## config.mk

```make
export PLATFORM = sky130hd
export DESIGN_NAME = idex_hazard_ctrl_flat
export DESIGN_NICKNAME = d
export VERILOG_FILES = /design/src/rtl/idex_hazard_ctrl_if.sv /design/src/rtl/idex_hazard_ctrl.sv /design/src/flat_wrapper.sv
export SDC_FILE = /design/constraint.sdc
export NUM_CORES = 1
export LEC_CHECK = 0
export CAP_MARGIN = 20
export CORE_MARGIN = 1
export CORE_UTILIZATION = 25
export DETAILED_ROUTE_END_ITERATION = 8
export SETUP_SLACK_MARGIN = 0.4
export SKIP_LAST_GASP = 1
export SYNTH_ARGS = -nofsm -noshare
export SYNTH_HDL_FRONTEND = slang
export SYNTH_SLANG_ARGS = --single-unit
export TNS_END_PERCENT = 5
```

## constraint.sdc

```tcl
create_clock -name clk -period 4.6 [get_ports clk]
set_input_delay 0.92 -clock clk [delete_from_list [all_inputs] [get_ports clk]]
set_output_delay 0.92 -clock clk [all_outputs]
set_load 0.05 [all_outputs]
```

## src/rtl/idex_hazard_ctrl_if.sv

```systemverilog
// Signal bundle between the decode/ID-EX/EX stages and the ID/EX hazard controller.
// The master side drives operand/ID-EX observations and receives stall/flush controls.
interface idex_hazard_ctrl_if;
  logic [4:0]  id_rs;
  logic [4:0]  id_rt;
  logic        idex_mem_read;
  logic [4:0]  idex_rt;
  logic        idex_md_start;
  logic        branch_taken;
  logic        pc_write;
  logic        ifid_write;
  logic        idex_bubble;
  logic        idex_hold;
  logic        ifid_flush;
  logic        md_busy;
  logic        md_done;
  logic [31:0] stall_cycles;

  modport master (
    output id_rs, id_rt, idex_mem_read, idex_rt, idex_md_start, branch_taken,
    input  pc_write, ifid_write, idex_bubble, idex_hold, ifid_flush, md_busy, md_done,
           stall_cycles
  );

  modport slave (
    input  id_rs, id_rt, idex_mem_read, idex_rt, idex_md_start, branch_taken,
    output pc_write, ifid_write, idex_bubble, idex_hold, ifid_flush, md_busy, md_done,
           stall_cycles
  );
endinterface

```

## src/rtl/idex_hazard_ctrl.sv

```systemverilog
// ID/EX hazard controller: load-use interlock, branch flush and multi-cycle mul/div hold.
// Optional macro IDEX_STALL_COUNTER_EN builds a 32-bit stall-cycle performance counter.
module idex_hazard_ctrl #(
  parameter int unsigned MD_CYCLES = 8,
  parameter int          CNT_W     = 8
) (
  input  logic               clk,
  input  logic               rst_n,
  idex_hazard_ctrl_if.slave  bus
);

  typedef enum logic {
    IDLE    = 1'b0,
    MD_BUSY = 1'b1
  } state_t;

  state_t           state;
  state_t           state_next;
  logic [CNT_W-1:0] md_cnt;
  logic [CNT_W-1:0] md_cnt_next;

  logic pc_write;
  logic ifid_write;
  logic idex_bubble;
  logic idex_hold;
  logic ifid_flush;
  logic md_busy;
  logic md_done;
  logic load_use;

  assign load_use = bus.idex_mem_read && (bus.idex_rt != 5'd0) &&
                    ((bus.idex_rt == bus.id_rs) || (bus.idex_rt == bus.id_rt));

  always_ff @(posedge clk or negedge rst_n) begin
    if (!rst_n) begin
      state  <= IDLE;
      md_cnt <= '0;
    end else begin
      state  <= state_next;
      md_cnt <= md_cnt_next;
    end
  end

  // The issue cycle counts as the first stall cycle, so the counter is loaded with MD_CYCLES-2.
  always_comb begin
    state_next  = state;
    md_cnt_next = md_cnt;
    pc_write    = 1'b1;
    ifid_write  = 1'b1;
    idex_bubble = 1'b0;
    idex_hold   = 1'b0;
    ifid_flush  = 1'b0;
    md_busy     = 1'b0;
    md_done     = 1'b0;

    if (!rst_n) begin
      pc_write    = 1'b0;
      ifid_write  = 1'b0;
      idex_bubble = 1'b1;
    end else begin
      unique case (state)
        IDLE: begin
          if (bus.branch_taken) begin
            ifid_flush  = 1'b1;
            idex_bubble = 1'b1;
          end else if (bus.idex_md_start) begin
            pc_write    = 1'b0;
            ifid_write  = 1'b0;
            idex_hold   = 1'b1;
            md_busy     = 1'b1;
            state_next  = MD_BUSY;
            md_cnt_next = CNT_W'(MD_CYCLES - 2);
          end else if (load_use) begin
            pc_write    = 1'b0;
            ifid_write  = 1'b0;
            idex_bubble = 1'b1;
          end
        end
        MD_BUSY: begin
          pc_write   = 1'b0;
          ifid_write = 1'b0;
          idex_hold  = 1'b1;
          md_busy    = 1'b1;
          if (md_cnt != '0) begin
            md_cnt_next = md_cnt - CNT_W'(1);
          end else begin
            md_done    = 1'b1;
            state_next = IDLE;
          end
        end
        default: state_next = IDLE;
      endcase
    end
  end

  assign bus.pc_write    = pc_write;
  assign bus.ifid_write  = ifid_write;
  assign bus.idex_bubble = idex_bubble;
  assign bus.idex_hold   = idex_hold;
  assign bus.ifid_flush  = ifid_flush;
  assign bus.md_busy     = md_busy;
  assign bus.md_done     = md_done;

`ifdef IDEX_STALL_COUNTER_EN
  logic [31:0] stall_cnt;

  always_ff @(posedge clk or negedge rst_n) begin
    if (!rst_n) begin
      stall_cnt <= '0;
    end else if (!pc_write) begin
      stall_cnt <= stall_cnt + 32'd1;
    end
  end

  assign bus.stall_cycles = stall_cnt;
`else
  assign bus.stall_cycles = 32'd0;
`endif

endmodule

```

## src/flat_wrapper.sv

```systemverilog
// flat-port wrapper written by rule: the top's interface ports become plain ports
module idex_hazard_ctrl_flat 
#(
  parameter int unsigned MD_CYCLES = 8,
  parameter int          CNT_W     = 8
)
  (clk, rst_n, bus_id_rs, bus_id_rt, bus_idex_mem_read, bus_idex_rt, bus_idex_md_start, bus_branch_taken, bus_pc_write, bus_ifid_write, bus_idex_bubble, bus_idex_hold, bus_ifid_flush, bus_md_busy, bus_md_done, bus_stall_cycles);
  idex_hazard_ctrl_if bus_i ();
  input  logic clk;
  input  logic rst_n;
  input wire logic [$bits(bus_i.id_rs)-1:0] bus_id_rs;
  input wire logic [$bits(bus_i.id_rt)-1:0] bus_id_rt;
  input wire logic [$bits(bus_i.idex_mem_read)-1:0] bus_idex_mem_read;
  input wire logic [$bits(bus_i.idex_rt)-1:0] bus_idex_rt;
  input wire logic [$bits(bus_i.idex_md_start)-1:0] bus_idex_md_start;
  input wire logic [$bits(bus_i.branch_taken)-1:0] bus_branch_taken;
  output wire logic [$bits(bus_i.pc_write)-1:0] bus_pc_write;
  output wire logic [$bits(bus_i.ifid_write)-1:0] bus_ifid_write;
  output wire logic [$bits(bus_i.idex_bubble)-1:0] bus_idex_bubble;
  output wire logic [$bits(bus_i.idex_hold)-1:0] bus_idex_hold;
  output wire logic [$bits(bus_i.ifid_flush)-1:0] bus_ifid_flush;
  output wire logic [$bits(bus_i.md_busy)-1:0] bus_md_busy;
  output wire logic [$bits(bus_i.md_done)-1:0] bus_md_done;
  output wire logic [$bits(bus_i.stall_cycles)-1:0] bus_stall_cycles;
  assign bus_i.id_rs = bus_id_rs;
  assign bus_i.id_rt = bus_id_rt;
  assign bus_i.idex_mem_read = bus_idex_mem_read;
  assign bus_i.idex_rt = bus_idex_rt;
  assign bus_i.idex_md_start = bus_idex_md_start;
  assign bus_i.branch_taken = bus_branch_taken;
  assign bus_pc_write = bus_i.pc_write;
  assign bus_ifid_write = bus_i.ifid_write;
  assign bus_idex_bubble = bus_i.idex_bubble;
  assign bus_idex_hold = bus_i.idex_hold;
  assign bus_ifid_flush = bus_i.ifid_flush;
  assign bus_md_busy = bus_i.md_busy;
  assign bus_md_done = bus_i.md_done;
  assign bus_stall_cycles = bus_i.stall_cycles;
  idex_hazard_ctrl #(.MD_CYCLES(MD_CYCLES), .CNT_W(CNT_W)) u_core (.clk(clk), .rst_n(rst_n), .bus(bus_i));
endmodule
```

# Word-level counts from Yosys, hierarchy flattened
# Cells that the tools add are included.
[totals]
in_bits = 20
regBits = 9
elab_cells = 41
output_inout_bits = 39
[classes]
n_bitwise = 1
mux = 26
addsub = 1
n_eq_ne = 5
reduce_logical = 6
[op_table]
columns = ["cell", "count"]
rows = [
  ["8-bit 2-to-1 mux", 3],
  ["1-bit 2-to-1 mux", 19],
  ["8-bit case mux with 2 select lines", 1],
  ["5-bit == test", 2],
  ["8-bit nonzero test", 1],
  ["8-bit by 1-bit subtractor with 8-bit output, second input constant", 1],
  ["2-bit != test, second input constant", 3],
  ["1-bit case mux with 2 select lines", 3],
  ["5-bit nonzero test", 1],
  ["4-bit AND reduction", 1],
  ["1-bit logical AND", 2],
  ["1-bit logical OR", 1],
  ["1-bit NOT", 1],
]

# Longest topological paths before layout
# Gate-level depths: netlist (run 1).
[logic_depth]
ltp_word = 8
mapped_depth = 6

# Least setup slack after synthesis (run 1)
# Ideal clock, no wire load.
[synth_path]
path_type = "input to output"
start = "input bus_idex_rt[3]"
end = "output bus_idex_bubble"
t_required_ns = 3.680
n_path_buf = 0
path_slack_ns = 0.669
t_arrival_ns = 3.011
stages = 4
path_cell_list = "xor2_1 > nor3_1 > a22oi_1 > o41ai_1"
[synth_between]
elab_chain_len = 8
[synth_lines]
columns = ["element", "line", "source"]
rows = [
  ["start: declaration", "flat_wrapper.sv:14", "input wire logic [$bits(bus_i.idex_rt)-1:0] bus_idex_rt;"],
  ["5-bit == test / 5-bit nonzero test (equally long branches)", "idex_hazard_ctrl.sv:32, idex_hazard_ctrl.sv:31", ""],
  ["1-bit logical OR / 1-bit logical AND (equally long branches)", "idex_hazard_ctrl.sv:32, idex_hazard_ctrl.sv:31", ""],
  ["1-bit logical AND (*)", "idex_hazard_ctrl.sv:31", "assign load_use = bus.idex_mem_read && (bus.idex_rt != 5'd0) &&"],
  ["1-bit 2-to-1 mux (*)", "idex_hazard_ctrl.sv:73", "end else if (load_use) begin"],
  ["1-bit 2-to-1 mux (*)", "idex_hazard_ctrl.sv:66", "end else if (bus.idex_md_start) begin"],
  ["1-bit 2-to-1 mux (*)", "idex_hazard_ctrl.sv:63", "if (bus.branch_taken) begin"],
  ["1-bit 2-to-1 mux (*)", "idex_hazard_ctrl.sv:61", "unique case (state)"],
  ["1-bit 2-to-1 mux (*)", "idex_hazard_ctrl.sv:56", "if (!rst_n) begin"],
  ["end: declaration", "flat_wrapper.sv:19", "output wire logic [$bits(bus_i.idex_bubble)-1:0] bus_idex_bubble;"],
]
# Mark *: on every way between the ends. The rest lies on a longest branch, timed or not.

# Worst setup path in the final report (run 1)
[layout_path]
start = "input bus_idex_rt[0]"
end = "output bus_pc_write"
[layout_between]
elab_chain_len = 8
[layout_lines]
columns = ["element", "line", "source"]
rows = [
  ["5-bit == test / 5-bit nonzero test (equally long branches)", "idex_hazard_ctrl.sv:32, idex_hazard_ctrl.sv:31", ""],
  ["1-bit logical OR / 1-bit logical AND (equally long branches)", "idex_hazard_ctrl.sv:32, idex_hazard_ctrl.sv:31", ""],
  ["1-bit logical AND (*)", "idex_hazard_ctrl.sv:31", ""],
  ["1-bit 2-to-1 mux (*)", "idex_hazard_ctrl.sv:73", ""],
  ["1-bit 2-to-1 mux (*)", "idex_hazard_ctrl.sv:66", ""],
  ["1-bit 2-to-1 mux (*)", "idex_hazard_ctrl.sv:63", ""],
  ["1-bit case mux with 2 select lines (*)", "idex_hazard_ctrl.sv:61", ""],
  ["1-bit 2-to-1 mux (*)", "idex_hazard_ctrl.sv:56", ""],
  ["end: declaration", "flat_wrapper.sv:17", "output wire logic [$bits(bus_i.pc_write)-1:0] bus_pc_write;"],
]
# Marked as above.

==> results.sh, run 1 <==
export IMPL_status="finished clean"
export IMPL_fmax_ghz=0.2471
export IMPL_p_per_area_nw_per_um2=378.0
export IMPL_grt_max_degree=13
export IMPL_synth_area_top_cells="buf_4, dfrtp_1, xor2_1, o21ai_0, ha_1"
export IMPL_worstSetupStartpointType="input pin"
export IMPL_hold_violations=0
export IMPL_critPathMaxFanout=3
export IMPL_setup_viol=0
export IMPL_drive_gt1_frac=0.04828
export IMPL_dp_slack_ns=0.4968
export IMPL_chipWidth_um=64.60
export IMPL_relSlewSlack=0.6576
export IMPL_postCtsSetupBuffers=0
export IMPL_grt_pass1_vias=720
export IMPL_htreeDepth=1
export IMPL_synth_most_common_cell="buf_4"
export IMPL_cts_buffers=3
export IMPL_fin_ws_ns=0.5525
export IMPL_clock_path_buffers=2
export IMPL_end_kind="primary output"
export IMPL_r2r_end="u_core.md_cnt[7]$_DFFE_PN0P_"
export IMPL_antenna_found_initial=0
export IMPL_core_area_um2=3716
export IMPL_synth_top_area_cell="buf_4"
export IMPL_holdCritPathClass="reg -> reg"
export IMPL_required_ns=3.68
export IMPL_insertion_delay_ns=0.23
export IMPL_antenna_left=0
export IMPL_whs_path_depth=1
export IMPL_period_share=0.8799
export IMPL_synthFlopType="dfrtp_1"
export IMPL_root_buffer="clkbuf_8"
export IMPL_drc=0
export IMPL_synth_commonest_cells="buf_4, xor2_1, dfrtp_1"
export IMPL_row_count=22
export IMPL_grt_ovfl_total=0
export IMPL_r2r_start="u_core.state$_DFFE_PN0P_"
export IMPL_maxCapViolations=0
export IMPL_min_from="u_core.md_cnt[6]$_DFFE_PN0P_"
export IMPL_maxSlewViolCount=0
export IMPL_routed_wl_um=1866
export IMPL_post_drt_wl_per_cell_um=9.668
export IMPL_clkTransAtPathRegs_ns=0.04
export IMPL_leakagePower_uw=0.0005337
export IMPL_r2r_cells=4
export IMPL_r2r_setup_slack_ns=2.94
export IMPL_grt_usage=0.1015
export IMPL_finClkSkew_ns=0.001671
export IMPL_antennaDiodeCount=0
export IMPL_grt_pass1_wl_um=3243
export IMPL_syn_area_um2=979.7
export IMPL_ir_drop_uv=126.8
export IMPL_clkSinkCount=9
export IMPL_hpwl_um=1519
export IMPL_min_period_ns=4.047
export IMPL_fin_tns_setup_ns=0
export IMPL_yosys_warnings=0
export IMPL_syn_instance_count=119
export IMPL_synth_distinct_cells=35
export IMPL_area_growth_pct=22.48
export IMPL_dr_pass1_iters=4
export IMPL_die_h_um=64.60
export IMPL_ys_seq_area_frac=0.2299
export IMPL_post_synth_top_area_fraction=0.2605
export IMPL_routed_via_density=4.150
export IMPL_async_reset_ff_frac=1.000
export IMPL_cts_tree="done"
export IMPL_vias=801
export IMPL_gp_congestion=0.7436
export IMPL_detailedRoute_firstIterationViolations=53
export IMPL_tightest_slew_ns=0.5127
export IMPL_crit_type="in -> out"
export IMPL_whs_endpoint="u_core.md_cnt[6]$_DFFE_PN0P_"
export IMPL_avgSynthCellArea_um2=8.233
export IMPL_fillers=405
export IMPL_synth_edf_count=0
export IMPL_ys_ff_latch=9
export IMPL_rsz0062_at_grt="yes"
export IMPL_ioPinCount=59
export IMPL_critical_path_arrival_ns=3.13
export IMPL_port_buffer_count=26
export IMPL_start_util=0.2636
export IMPL_die_area_um2=4173
export IMPL_fin_nets=168
## how the worst max path moves through the flow
stage,depth (start not counted),slack (ns),to,start
after global routing,5,0.39,bus_pc_write,bus_idex_rt[0]
after global placement,5,0.56,bus_pc_write,bus_idex_rt[0]
final,5,0.55,bus_pc_write,bus_idex_rt[0]
after CTS,6,0.50,bus_idex_bubble,bus_idex_rt[3]
after floorplan,4,0.67,bus_idex_bubble,bus_idex_rt[3]
after detailed placement,6,0.50,bus_idex_bubble,bus_idex_rt[3]
## where the power goes
group          switching (µW)  internal, µW
Combinational             145          71.7
Clock                    31.2          60.4
Sequential               37.3           108
Total                     213           240
## cells by family after synthesis
family,synth area share
AND/OR/NAND/NOR,0.1941
other,0.003828
adder cells (fa/ha/maj),0.02554
AO/OA/AOI/OAI,0.1609
flip-flops,0.2299
buffers and inverters,0.2963
XOR/XNOR,0.08940
## metrics by stage
step	instances	cell area (µm²)	hold slack, ns	util	power [µW]
CTS	193	1197	0.5003	0.3222	456.8
global placement	189	1152	0.4809	0.3101	361.5
detailed placement	189	1152	0.4945	0.3101	363.2
global route	193	1200	0.5279	0.3229	487.8
floorplan	150	1096	0.4518	-	331.5
finish	193	1200	0.4992	0.3229	453.6
## repair_timing
item | CTS | global route
hold buffers | 0 | 0
setup endpoints to repair | 0 | 3
hold endpoints to repair | 0 | 0
gates resized for setup | 0 | 1
## sequential cells by signal, indices dropped and copies added (netlist names)
register and cells:
u_core.state 1, u_core.md_cnt 8
## critical path, cell delays in order
cell and delay [ns]:
clkdlybuf4s50_1 0.47, or4_1 0.53, o21ai_0 0.23, o31a_1 0.18
clkdlybuf4s50_1 0.81
## layer usage
| layer | vias to the layer above | global-route usage | wire [µm] |
|---|---|---|---|
| met3 | 2 | 0.02465 | 88 |
| met4 | 0 | 0.05833 | 24 |
| met5 | - | 0 | 0 |
| met1 | 366 | 0.1214 | 862 |
| met2 | 33 | 0.1645 | 891 |
| li1 | 400 | - | - |
## cell usage in the layout (no fill, tap or decap), drive strengths merged, types with 3 or more instances in the layout
cell type,netlist,final
clkbuf,0,4
nor3,6,6
dfrtp,9,9
nand3,3,3
inv,5,5
nand2,5,5
o31ai,3,3
xor2,10,10
nand4,3,3
o21ai,8,8
clkdlybuf4s50,0,25
conb,1,32
nor2,6,6
## area by class of cell
cell class / count / area (µm²) / share of cell area
Clock buffer: 4 / 45.04 / 0.03754
Sequential cell: 9 / 225.2 / 0.1877
Timing Repair Buffer: 27 / 270.3 / 0.2252
Inverter: 5 / 18.77 / 0.01564
Tap cell: 48 / 60.06 / 0.05005
Multi-Input combinational cell: 100 / 580.6 / 0.4838
(Power assumes the default switching activity.)
==> run 2: changes to the inputs <==
--- a/config.mk
+++ b/config.mk
@@ -6,9 +6,9 @@
 export NUM_CORES = 1
 export LEC_CHECK = 0
 export CAP_MARGIN = 20
-export CORE_MARGIN = 1
-export CORE_UTILIZATION = 25
+export CORE_UTILIZATION = 40
 export DETAILED_ROUTE_END_ITERATION = 8
+export PLACE_DENSITY = 0.85
 export SETUP_SLACK_MARGIN = 0.4
 export SKIP_LAST_GASP = 1
 export SYNTH_ARGS = -nofsm -noshare
==> constraint.sdc (replaced) <==
create_clock -name clk -period 4.6 [get_ports clk]
set_input_delay 0.92 -clock clk [delete_from_list [all_inputs] [get_ports clk]]
set_output_delay 0.92 -clock clk [all_outputs]
set_load 0.005 [all_outputs]
==> run 2 against run 1 <==
  * Clock power decreased by 29%
  * Largest power group unchanged
  * Count of clock-buffer cells in the layout is the same
  * Setup slack improved by 0.21 ns
  * Final area down 3.9%
  * Routed wire length rose by 4.8%
  * First-iteration DRC count shrank 70%
  * Critical path depth unchanged
  * Hold slack better by 0.012 ns
==> results.sh, run 2 (same netlist as run 1, synthesis figures left out) <==
export IMPL_worstSetupStartpointType="input pin"
export IMPL_post_drt_wl_per_cell_um=11.31
export IMPL_cts_repair_resized=0
export IMPL_grt_max_degree=13
export IMPL_grt_pass1_wl_um=3022
export IMPL_dr_pass1_iters=4
export IMPL_row_count=17
export IMPL_required_ns=3.68
export IMPL_grt_usage=0.1531
export IMPL_clkSinkCount=9
export IMPL_finClkSkew_ns=0.0001875
export IMPL_area_growth_pct=17.75
export IMPL_fillers=230
export IMPL_root_buffer="clkbuf_4"
export IMPL_hold_violations=0
export IMPL_dp_slack_ns=0.7827
export IMPL_fmax_ghz=0.2609
export IMPL_setup_viol=0
export IMPL_insertion_delay_ns=0.27
export IMPL_area_sequential_um2=225.2
export IMPL_met3_usage=0.05556
export IMPL_antennaDiodeCount=0
export IMPL_die_h_um=51.49
export IMPL_core_area_um2=2255
export IMPL_fin_ws_ns=0.7671
export IMPL_vias=816
export IMPL_top_regs="u_core.md_cnt: 8 flops, u_core.state: 1 flops"
export IMPL_period_share=0.8332
export IMPL_largest_register="u_core.md_cnt"
export IMPL_detailedRoute_firstIterationViolations=16
export IMPL_grtUsageMet1=0.1487
export IMPL_grt_ovfl_total=0
export IMPL_layout_commonest_cell="conb_1"
export IMPL_antenna_left=0
export IMPL_port_buffer_count=26
export IMPL_leakagePower_uw=0.0005194
export IMPL_p_per_area_nw_per_um2=314.1
export IMPL_grt_pass1_vias=746
export IMPL_critPathMaxFanout=3
export IMPL_crit_type="in -> out"
export IMPL_drive_gt1_frac=0.04828
export IMPL_die_area_um2=2651
export IMPL_drc=0
export IMPL_cts_tree="done"
export IMPL_antenna_found_initial=0
export IMPL_clock_path_buffers=2
export IMPL_use_met2=0.2835
export IMPL_ioPinCount=59
export IMPL_routed_wl_um=1956
export IMPL_largest_reg_flops=8
export IMPL_rsz0062_at_grt="no"
export IMPL_end_kind="primary output"
export IMPL_ir_drop_uv=163.4
export IMPL_final_cell_mix="conb_1, clkdlybuf4s50_1, xor2_1"
export IMPL_maxCapViolations=0
export IMPL_cts_buffers=3
export IMPL_gp_congestion=0.8339
export IMPL_postCtsSetupBuffers=0
export IMPL_fin_nets=168
export IMPL_clkTransAtPathRegs_ns=0.06
export IMPL_htreeDepth=1
export IMPL_start_util=0.4345
export IMPL_maxSlewViolCount=0
export IMPL_cts_hold_buffers=0
export IMPL_chipWidth_um=51.49
export IMPL_fin_tns_setup_ns=0
export IMPL_min_period_ns=3.833
export IMPL_status="finished clean"
export IMPL_final_util=0.5117
export IMPL_multi_input_area_um2=580.6
export IMPL_routed_via_density=4.717
export IMPL_hpwl_um=1599
export IMPL_critical_path_arrival_ns=2.91
export IMPL_holdCritPathClass="reg -> reg"
export IMPL_grt_busiest_layer="met2"
export IMPL_whs_ns=0.5112
run 2: cell count changes in the layout (fill, tap and decap cells not counted):
cell,previous run,this run
clkbuf_4,0,3
clkdlybuf4s50_1,25,26
dlymetal6s2s_1,1,0
clkbuf_8,3,0
run 2: through the flow:
step           std cells  total power [µW]  instance area (µm²)
2_1_floorplan        150             261.8                 1096
3_3_place_gp         169             286.6                 1127
3_5_place_dp         169             297.6                 1127
4_1_cts              173             362.9                 1154
5_1_grt              173             393.2                 1154
6_report             173             362.4                 1154
run 2: critical path: stages:
cell and delay, ns:
clkdlybuf4s50_1 0.48, or4_1 0.51, o21ai_0 0.26, o31a_1 0.20, clkdlybuf4s50_1 0.54
run 2: worst paths after layout:
check	startpoint	to	slack [ns]	cells after the start
setup reg to reg	u_core.state$_DFFE_PN0P_	u_core.md_cnt[2]$_DFFE_PN0P_	2.96	4
setup / recovery	bus_idex_rt[3]	bus_pc_write	0.77	5
hold / removal	u_core.md_cnt[6]$_DFFE_PN0P_	u_core.md_cnt[6]$_DFFE_PN0P_	0.51	1
hold reg to reg	u_core.md_cnt[6]$_DFFE_PN0P_	u_core.md_cnt[6]$_DFFE_PN0P_	0.51	1
min in group asynchronous	rst_n	u_core.md_cnt[5]$_DFFE_PN0P_	0.88	1
max in group asynchronous	rst_n	u_core.md_cnt[7]$_DFFE_PN0P_	3.29	2
run 2: cell type report:
class / instances / area share
multi-input combinational: 100 / 0.5033
timing repair buffer: 27 / 0.2321
sequential: 9 / 0.1952
tap: 28 / 0.03037
clock buffer: 4 / 0.02278
inverter: 5 / 0.01627
run 2: where the power goes:
group	internal [µW]	switching, µW	total [µW]
Clock	33.6	31.4	65.1
Sequential	108	37.0	145
Combinational	71.9	80.5	152
run 2: routing by layer:
layer	up-vias	part of all wire
met1	373	0.37
met5	-	0
met2	43	0.53
met3	4	0.090
li1	396	-
met4	0	0.014
==> run 3: changes to the inputs <==
--- a/config.mk
+++ b/config.mk
@@ -6,9 +6,9 @@
 export NUM_CORES = 1
 export LEC_CHECK = 0
 export CAP_MARGIN = 20
-export CORE_UTILIZATION = 40
+export CORE_UTILIZATION = 34
 export DETAILED_ROUTE_END_ITERATION = 8
-export PLACE_DENSITY = 0.85
+export PLACE_DENSITY = 0.77
 export SETUP_SLACK_MARGIN = 0.4
 export SKIP_LAST_GASP = 1
 export SYNTH_ARGS = -nofsm -noshare
==> constraint.sdc (replaced) <==
create_clock -name clk -period 3.2 [get_ports clk]
set_input_delay 0.64 -clock clk [delete_from_list [all_inputs] [get_ports clk]]
set_output_delay 0.64 -clock clk [all_outputs]
set_load 0.005 [all_outputs]
==> run 3 against run 2 <==
  * Final cell count rose by 4.0%
  * Register-to-register slack got worse by 1.4 ns
  * First-iteration DRC count rose by 75%
  * Clock skew rose by 0.0073 ns
  * Clock power rose by 37%
  * Sequential cell count did not move
  * Critical endpoint is now bus_idex_bubble
  * Largest cell class unchanged
==> results.sh, run 3 (same netlist as run 1, synthesis figures left out) <==
export IMPL_worstSetupStartpointType="input pin"
export IMPL_routed_wl_um=2065
export IMPL_fmax_ghz=0.3490
export IMPL_largest_register="u_core.md_cnt"
export IMPL_top_regs="u_core.md_cnt: 8 flops, u_core.state: 1 flops"
export IMPL_drive_gt1_frac=0.1141
export IMPL_layout_commonest_cell="conb_1"
export IMPL_r2r_setup_slack_ns=1.58
export IMPL_area_growth_pct=24.39
export IMPL_use_met2=0.2599
export IMPL_fillers=273
export IMPL_total_power_uw=522.7
export IMPL_vias=817
export IMPL_detailedRoute_firstIterationViolations=28
export IMPL_crit_path_max_incr_delay_ns=0.41
export IMPL_maxSlewViolCount=0
export IMPL_dr_pass1_iters=4
export IMPL_whs_path_depth=1
export IMPL_grtUsageMet1=0.1520
export IMPL_final_util=0.4458
export IMPL_critical_path_arrival_ns=2.23
export IMPL_antennaDiodeCount=0
export IMPL_met3_usage=0.03721
export IMPL_die_h_um=55.68
export IMPL_clkSinkCount=9
export IMPL_critPathMaxFanout=2
export IMPL_port_buffer_count=26
export IMPL_grt_pass1_wl_um=3429
export IMPL_placed_cells=174
export IMPL_leakagePower_uw=0.0005717
export IMPL_grt_busiest_layer="met2"
export IMPL_whs_endpoint="u_core.md_cnt[6]$_DFFE_PN0P_"
export IMPL_routed_via_density=4.539
export IMPL_root_buffer="clkbuf_4"
export IMPL_antenna_left=0
export IMPL_grt_max_degree=13
export IMPL_min_period_ns=2.865
export IMPL_insertion_delay_ns=0.27
export IMPL_status="finished clean"
export IMPL_p_per_area_nw_per_um2=428.9
export IMPL_fin_nets=172
export IMPL_ioPinCount=59
export IMPL_start_util=0.3584
export IMPL_whs_ns=0.5144
export IMPL_min_from="u_core.md_cnt[6]$_DFFE_PN0P_"
export IMPL_rsz0062_at_grt="yes"
export IMPL_antenna_found_initial=0
export IMPL_instances_no_fill=180
export IMPL_cts_tree="done"
export IMPL_largest_reg_flops=8
export IMPL_htreeDepth=1
export IMPL_r2r_cells=4
export IMPL_final_cell_mix="conb_1, clkdlybuf4s50_1, xor2_1"
export IMPL_grt_usage=0.1408
export IMPL_core_area_um2=2734
export IMPL_worstPathCellList="clkdlybuf4s50_1 -> xor2_1 -> nor3_2 -> a22oi_2 -> buf_4 -> o41ai_2 -> dlygate4sd2_1"
export IMPL_clock_path_buffers=2
export IMPL_clkTransAtPathRegs_ns=0.06
export IMPL_gp_congestion=0.7902
export IMPL_hold_violations=0
export IMPL_die_area_um2=3100
export IMPL_grt_pass1_vias=788
export IMPL_crit_slowest_cell="clkdlybuf4s50_1"
export IMPL_period_share=0.8954
export IMPL_drc=0
export IMPL_r2r_start="u_core.state$_DFFE_PN0P_"
export IMPL_cts_hold_buffers=0
export IMPL_cts_buffers=3
export IMPL_row_count=19
export IMPL_required_ns=2.56
export IMPL_ir_drop_uv=359.8
export IMPL_hpwl_um=1646
export IMPL_holdCritPathClass="reg -> reg"
export IMPL_maxCapViolations=0
export IMPL_post_drt_wl_per_cell_um=11.47
export IMPL_setup_viol=0
export IMPL_end_kind="primary output"
export IMPL_r2r_end="u_core.md_cnt[7]$_DFFE_PN0P_"
export IMPL_grt_ovfl_total=0
export IMPL_crit_type="in -> out"
export IMPL_chipWidth_um=55.68
export IMPL_finClkSkew_ns=0.007459
-- run 3: changes by cell type in the layout (fill, tap and decap cells not counted), sizes merged --
cell and change:
buf +4, clkdlybuf4s50 -8, dlygate4sd2 +7, dlymetal6s2s +1
-- run 3: layout make-up --
type,instances,area (µm²),area share
timing repair buffer,31,291.5,0.2392
clock buffer,4,26.28,0.02156
sequential,9,225.2,0.1848
tap,31,38.79,0.03183
inverter,5,18.77,0.01540
multi-input combinational,100,618.1,0.5072
-- run 3: timing repair --
action | CTS | global route
buffers inserted | 2 | 0
pin swaps | 3 | 2
setup endpoints to repair | 3 | 5
resized for setup | 10 | 6
gates cloned | 0 | 0
endpoints found under the hold margin | 0 | 0
-- run 3: report_power, final --
group / internal, µW / leakage [µW] / switching, µW / total, µW
clock: 48.1 / 0.0000150 / 41.3 / 89.4
sequential: 155 / 0.000108 / 54.2 / 209
combinational: 106 / 0.000449 / 118 / 224
total: 309 / 0.000572 / 214 / 523
-- run 3: worst max-delay path, delay by kind of cell --
family                    cells  cell delay (ns)
buffers and inverters         3             0.83
AOI/OAI and AO/OA             2             0.39
and+or+nand+nor               1             0.21
xor gates and xnor gates      1             0.16
-- run 3: per-layer routing --
layer	wire, µm	up-vias
met5	0	-
met4	48	0
met3	77	6
met2	1097	30
met1	842	372
li1	-	409
-- run 3: how the worst max path moves through the flow --
stage                               from               to  slack (ns)
after CTS                   bus_id_rt[4]     bus_pc_write        0.27
after detailed placement  bus_idex_rt[3]  bus_idex_bubble       -0.02
after global placement    bus_idex_rt[3]  bus_idex_bubble        0.03
after global routing        bus_id_rt[4]  bus_idex_bubble        0.27
final                       bus_id_rt[4]  bus_idex_bubble        0.33
after floorplan           bus_idex_rt[0]     bus_pc_write        0.94
-- run 3: per-stage QoR --
stage               setup TNS [ns]  area (µm²)  setup slack, ns
floorplan                        0        1096           0.9399
global placement                 0        1146          0.02588
detailed placement        -0.02169        1146         -0.02169
CTS                              0        1190           0.2730
global route                     0        1219           0.2652
finish                           0        1219           0.3346
